--- src/rtl/pixel_mixer.sv ---
// -----------------------------------------------------------------------------
// pixel_mixer
//   Two-stage pixel compositor for a VGA pipeline. Stage 1 registers every
//   input. Stage 2 selects the highest-priority opaque layer
//   (kid > apple > block > bg), blanks pixels outside the active area and
//   delays sync by the same two cycles. It also tracks kid/apple overlap
//   within a frame and reports it at the frame end with a pulse and a
//   saturating counter.
//
// Ports
//   vga_clk                  pixel clock (only clock)
//   clrn                     asynchronous active-low reset
//   hsync_in, vsync_in       sync from vga_sync
//   col, row                 current pixel coordinate (10 bits each)
//   is_kid/is_apple/is_block layer-coverage flags
//   kid_rgb/apple_rgb/
//   block_rgb/bg_rgb         layer colours {R,G,B}, 4 bits each
//   hsync, vsync             sync delayed to align with r/g/b
//   r, g, b                  final pixel colour
//   apple_hit                one-cycle pulse: overlap seen in previous frame
//   hit_count                saturating count of apple_hit pulses
// -----------------------------------------------------------------------------
module pixel_mixer #(
    parameter int          H_ACTIVE = 640,
    parameter int          V_ACTIVE = 480,
    parameter logic [11:0] KEY_RGB  = 12'hF0F
) (
    input  logic        vga_clk,
    input  logic        clrn,
    input  logic        hsync_in,
    input  logic        vsync_in,
    input  logic [9:0]  col,
    input  logic [9:0]  row,
    input  logic        is_kid,
    input  logic        is_apple,
    input  logic        is_block,
    input  logic [11:0] kid_rgb,
    input  logic [11:0] apple_rgb,
    input  logic [11:0] block_rgb,
    input  logic [11:0] bg_rgb,
    output logic        hsync,
    output logic        vsync,
    output logic [3:0]  r,
    output logic [3:0]  g,
    output logic [3:0]  b,
    output logic        apple_hit,
    output logic [7:0]  hit_count
);

    localparam logic [9:0] LP_H_ACTIVE = 10'(H_ACTIVE);
    localparam logic [9:0] LP_V_ACTIVE = 10'(V_ACTIVE);

    // Stage 1 registers
    logic        r_hs1, r_vs1;
    logic [9:0]  r_col1, r_row1;
    logic        r_kid1, r_apple1, r_block1;
    logic [11:0] r_kid_rgb1, r_apple_rgb1, r_block_rgb1, r_bg_rgb1;

    // Stage 2 registers
    logic        r_hs2, r_vs2;
    logic [11:0] r_rgb2;
    logic        r_hit;
    logic [7:0]  r_count;
    logic        r_overlap;

    // Stage 1 combinational decode
    logic        w_active;
    logic        w_frame_end;
    logic        w_kid_op, w_apple_op, w_block_op;
    logic [11:0] w_pix;

    always_ff @(posedge vga_clk or negedge clrn) begin
        if (!clrn) begin
            r_hs1        <= 1'b1;
            r_vs1        <= 1'b1;
            r_col1       <= '0;
            r_row1       <= '0;
            r_kid1       <= 1'b0;
            r_apple1     <= 1'b0;
            r_block1     <= 1'b0;
            r_kid_rgb1   <= '0;
            r_apple_rgb1 <= '0;
            r_block_rgb1 <= '0;
            r_bg_rgb1    <= '0;
        end else begin
            r_hs1        <= hsync_in;
            r_vs1        <= vsync_in;
            r_col1       <= col;
            r_row1       <= row;
            r_kid1       <= is_kid;
            r_apple1     <= is_apple;
            r_block1     <= is_block;
            r_kid_rgb1   <= kid_rgb;
            r_apple_rgb1 <= apple_rgb;
            r_block_rgb1 <= block_rgb;
            r_bg_rgb1    <= bg_rgb;
        end
    end

    always_comb begin
        w_active    = (r_col1 < LP_H_ACTIVE) && (r_row1 < LP_V_ACTIVE);
        w_frame_end = (r_row1 == LP_V_ACTIVE) && (r_col1 == '0);
        w_kid_op    = r_kid1   && (r_kid_rgb1   != KEY_RGB);
        w_apple_op  = r_apple1 && (r_apple_rgb1 != KEY_RGB);
        w_block_op  = r_block1 && (r_block_rgb1 != KEY_RGB);
        // Background is always opaque, even if it equals the key colour
        w_pix = r_bg_rgb1;
        if (w_kid_op)
            w_pix = r_kid_rgb1;
        else if (w_apple_op)
            w_pix = r_apple_rgb1;
        else if (w_block_op)
            w_pix = r_block_rgb1;
    end

    always_ff @(posedge vga_clk or negedge clrn) begin
        if (!clrn) begin
            r_hs2     <= 1'b1;
            r_vs2     <= 1'b1;
            r_rgb2    <= '0;
            r_hit     <= 1'b0;
            r_count   <= '0;
            r_overlap <= 1'b0;
        end else begin
            r_hs2  <= r_hs1;
            r_vs2  <= r_vs1;
            r_rgb2 <= w_active ? w_pix : '0;
            r_hit  <= 1'b0;
            // Frame end is never active, so set and clear cannot collide
            if (w_frame_end) begin
                if (r_overlap) begin
                    r_hit     <= 1'b1;
                    r_overlap <= 1'b0;
                    if (r_count != 8'hFF)
                        r_count <= r_count + 8'd1;
                end
            end else if (w_active && w_kid_op && w_apple_op) begin
                r_overlap <= 1'b1;
            end
        end
    end

    assign hsync     = r_hs2;
    assign vsync     = r_vs2;
    assign r         = r_rgb2[11:8];
    assign g         = r_rgb2[7:4];
    assign b         = r_rgb2[3:0];
    assign apple_hit = r_hit;
    assign hit_count = r_count;

endmodule

--- config.mk ---
export PLATFORM = sky130hd
export DESIGN_NAME = pixel_mixer
export DESIGN_NICKNAME = d
export VERILOG_FILES = /design/src/rtl/pixel_mixer.sv
export SDC_FILE = /design/constraint.sdc
export NUM_CORES = 1
export LEC_CHECK = 0
export ABC_AREA = 1
export CAP_MARGIN = 25
export CORE_MARGIN = 2
export CORE_UTILIZATION = 44
export DETAILED_ROUTE_END_ITERATION = 12
export PLACE_DENSITY = 0.76
export SLEW_MARGIN = 10
export SYNTH_ARGS = -nofsm -noshare
export SYNTH_HDL_FRONTEND = slang
export SYNTH_SLANG_ARGS = --single-unit
--- constraint.sdc ---
create_clock -name vga_clk -period 1.25 [get_ports vga_clk]
set_clock_uncertainty 0.1 [all_clocks]
set_input_delay 0.25 -clock vga_clk [delete_from_list [all_inputs] [get_ports vga_clk]]
set_output_delay 0.25 -clock vga_clk [all_outputs]
set_load 0.1 [all_outputs]
==> results.sh <==
export IMPL_finalCriticalPeriod_ns=1.59
export IMPL_rsz0062_at_grt="yes"
export IMPL_worst_slack_ns=-0.339
export IMPL_most_common_layout_cells="85 x dfrtp_1, 73 x clkdlybuf4s50_1, 50 x buf_4"
export IMPL_syn_mean_instance_area_um2=10.6
export IMPL_worstMarginPinSlew_ns=0.334
export IMPL_cts_tree="yes"
export IMPL_vias=3143
export IMPL_initial_core_util_pct=45.6
export IMPL_min_period_over_period_pct=127
export IMPL_hold_path_class="in2async"
export IMPL_io_buffers=97
export IMPL_fin_nets=601
export IMPL_fmax_ghz=0.629
export IMPL_first_pass_iters=4
export IMPL_worstPathMaxFanout=2
export IMPL_vias_per_cell=4.95
export IMPL_power_leakage_nw=2.96
export IMPL_cts_root_buf="clkbuf_8"
export IMPL_h_tree_depth=3
export IMPL_cts_buffers=9
export IMPL_synthTopCellsByArea="dfrtp_1 62%, nand2_1 7.2%, inv_1 5.0%, nand3_1 4.5%, nand3_2 2.9%"
export IMPL_relSlewSlack_pct=77.7
export IMPL_timing_critical_path_mode_cell="buf_6"
export IMPL_clk_latency_ns=0.37
export IMPL_grt_pass1_wl_mm=15.2
export IMPL_grt_start_max_net_pins=43
export IMPL_die_w_um=96.3
export IMPL_required_ns=0.90
export IMPL_maxCapViolCount=0
export IMPL_antenna_found_initial=0
export IMPL_drv_slew=0
export IMPL_detail_route_wirelength_mm=10.3
export IMPL_cpPeakStageDelay_ns=0.49
export IMPL_grt_pass1_vias=3176
export IMPL_ys_ff_latch=97
export IMPL_powerDensity_nw_per_um2=1100
export IMPL_status="finished with violations"
export IMPL_wl_per_cell_um=16.2
export IMPL_crit_path_end_kind="output port"
export IMPL_critPathTopFamily="flip-flops"
export IMPL_coreArea_um2=8220
export IMPL_startpoint_type="register"
export IMPL_final_common_cell="dfrtp_1"
export IMPL_synth_top_family_by_area="simple AND/OR/NAND/NOR gates"
export IMPL_cp_arrival_ns=1.24
export IMPL_route_detailed_drc=0
export IMPL_use_met2_pct=39.9
export IMPL_antenna_cells=0
export IMPL_synth_mux_area_share_pct=0
export IMPL_synth_compound_area_share_pct=5.28
export IMPL_synth_cells=352
export IMPL_num_io_pins=98
export IMPL_grt_usage_pct=22.5
export IMPL_gr_usage_met1_pct=26.2
export IMPL_slowest_stage="dfrtp_4"
export IMPL_hold_violations=0
export IMPL_fp_dieArea_um2=9270
export IMPL_grt_overflow_total=0
export IMPL_drt_initial_drc_count=112
export IMPL_dieHeight_um=96.3
export IMPL_crit_type="reg2out"
export IMPL_hpwl_mm=6.62
export IMPL_synth_top_cell_area_share_pct=62.1
export IMPL_post_route_util_pct=76.2
export IMPL_drive_gt1_share_pct=40.8
export IMPL_row_count=33
export IMPL_synthSimpleGateAreaFrac_pct=21.6
export IMPL_violations="negative setup slack"
export IMPL_yosys_area_top_type="dfrtp_1"
export IMPL_synth_distinct_cells=29
export IMPL_synth_fp_nets=428
export IMPL_routabilityCongestion=0.846
export IMPL_synth_fa_ha_area_share_pct=0.334
export IMPL_ys_warn_count=0
export IMPL_path_buf_inv=3
export IMPL_ys_seq_area_share_pct=64.9
export IMPL_clock_sinks=97
export IMPL_worstPathCellList="buf_6, buf_6, buf_12"
export IMPL_synth_xor_area_share_pct=1.17
export IMPL_ant_nets=0
export IMPL_clockBufferDepth=2
export IMPL_setup_viol_count_final=45
export IMPL_peakVddDrop_mv=0.793
export IMPL_place_ws_ns=-0.247
export IMPL_grt_busiest_layer="met2"
export IMPL_clkTransAtPathRegs_ns=0.10
export IMPL_synthToLayoutAreaGrowth_pct=67.2
export IMPL_met3_usage_pct=2.98
export IMPL_synth_area_um2=3750
==> sequential cells by signal (all words and copies together) (netlist names), 8 cells and up <==
| signal | cells |
|---|---|
| r_block_rgb1 | 12 |
| r_col1 | 10 |
| r_kid_rgb1 | 12 |
| r_rgb2 | 12 |
| hit_count | 8 |
| r_apple_rgb1 | 12 |
| r_bg_rgb1 | 12 |
| r_row1 | 10 |
==> cells by family (layout without fill, tap and decap cells) <==
| family | after synthesis | after routing |
|---|---|---|
| buffers and inverters | 61 | 238 |
| XOR/XNOR | 5 | 5 |
| adder cells (fa/ha/maj) | 1 | 1 |
| AO/OA/AOI/OAI | 26 | 26 |
| flip-flops | 97 | 97 |
| AND/OR/NAND/NOR | 162 | 163 |
==> layer usage <==
layer,vias up,routed length (µm)
met3,27,442
met2,103,5560
met4,0,363
met5,-,0
met1,1558,3940
li1,1455,-
==> cells in the mapped netlist (all sizes together) <==
master	n
a21oi	12
nand2	74
buf	9
nor3	2
o21ai	2
nand3b	2
nand3	46
ha	1
dfrtp	93
dfstp	4
clkbuf	1
nand4	10
nor2	28
o21bai	12
inv	50
xnor2	2
clkinv	1
xor2	3
==> stage by stage <==
stage / std cells / total power [W] / cell area (µm²) / hold slack (ns) / TNS [ns]
final: 635 / 0.00686 / 6260 / 0.118 / -7.80
after global routing: 635 / 0.00712 / 6260 / 0.122 / -9.87
after CTS: 630 / 0.00680 / 6080 / 0.120 / -7.46
after detailed placement: 596 / 0.00442 / 5510 / -0.0307 / -3.99
after global placement: 596 / 0.00440 / 5510 / -0.0323 / -2.70
after floorplan: 352 / 0.00384 / 3830 / -0.146 / -3.36
==> what timing repair did <==
item,CTS,global route
endpoints found under the hold margin,93,0
setup buffers,15,6
pin swaps,16,20
cloned,3,0
setup endpoints to repair,45,45
hold buffers,1,0
gates resized for setup,48,42
==> path summary, 6_finish.rpt <==
check | slack [ns] | endpoint | cells after the start | startpoint
worst max-delay path | -0.34 | hit_count[1] | 3 | hit_count[1]$_DFFE_PN0P_
worst min-delay path | 0.12 | r_block_rgb1[0]$_DFF_PN0_ | 2 | clrn
worst max register to register | -0.31 | hit_count[2]$_DFFE_PN0P_ | 8 | hit_count[0]$_DFFE_PN0P_
worst min register to register | 0.27 | hsync$_DFF_PN1_ | 0 | r_hs1$_DFF_PN1_
max in group asynchronous | 0.38 | hit_count[0]$_DFFE_PN0P_ | 3 | clrn
min in group vga_clk | 0.17 | r_vs1$_DFF_PN1_ | 1 | vsync_in
==> power breakdown <==
| group | leakage [nW] | internal, W | switching [W] |
|---|---|---|---|
| logic | 1.69 | 0.000544 | 0.000575 |
| clock network | 0.118 | 0.00117 | 0.00118 |
| registers | 1.15 | 0.00329 | 0.0000991 |
==> area by class of cell <==
| type | count | area (µm²) |
|---|---|---|
| inverter | 51 | 191 |
| fill | 494 | 1950 |
| multi-input combinational | 195 | 1370 |
| tap | 105 | 131 |
| sequential | 97 | 2450 |
| clock buffer | 9 | 124 |
| timing repair buffer | 171 | 1900 |
| clock inverter | 7 | 109 |
Note: power is estimated with default switching activity, not from simulation.
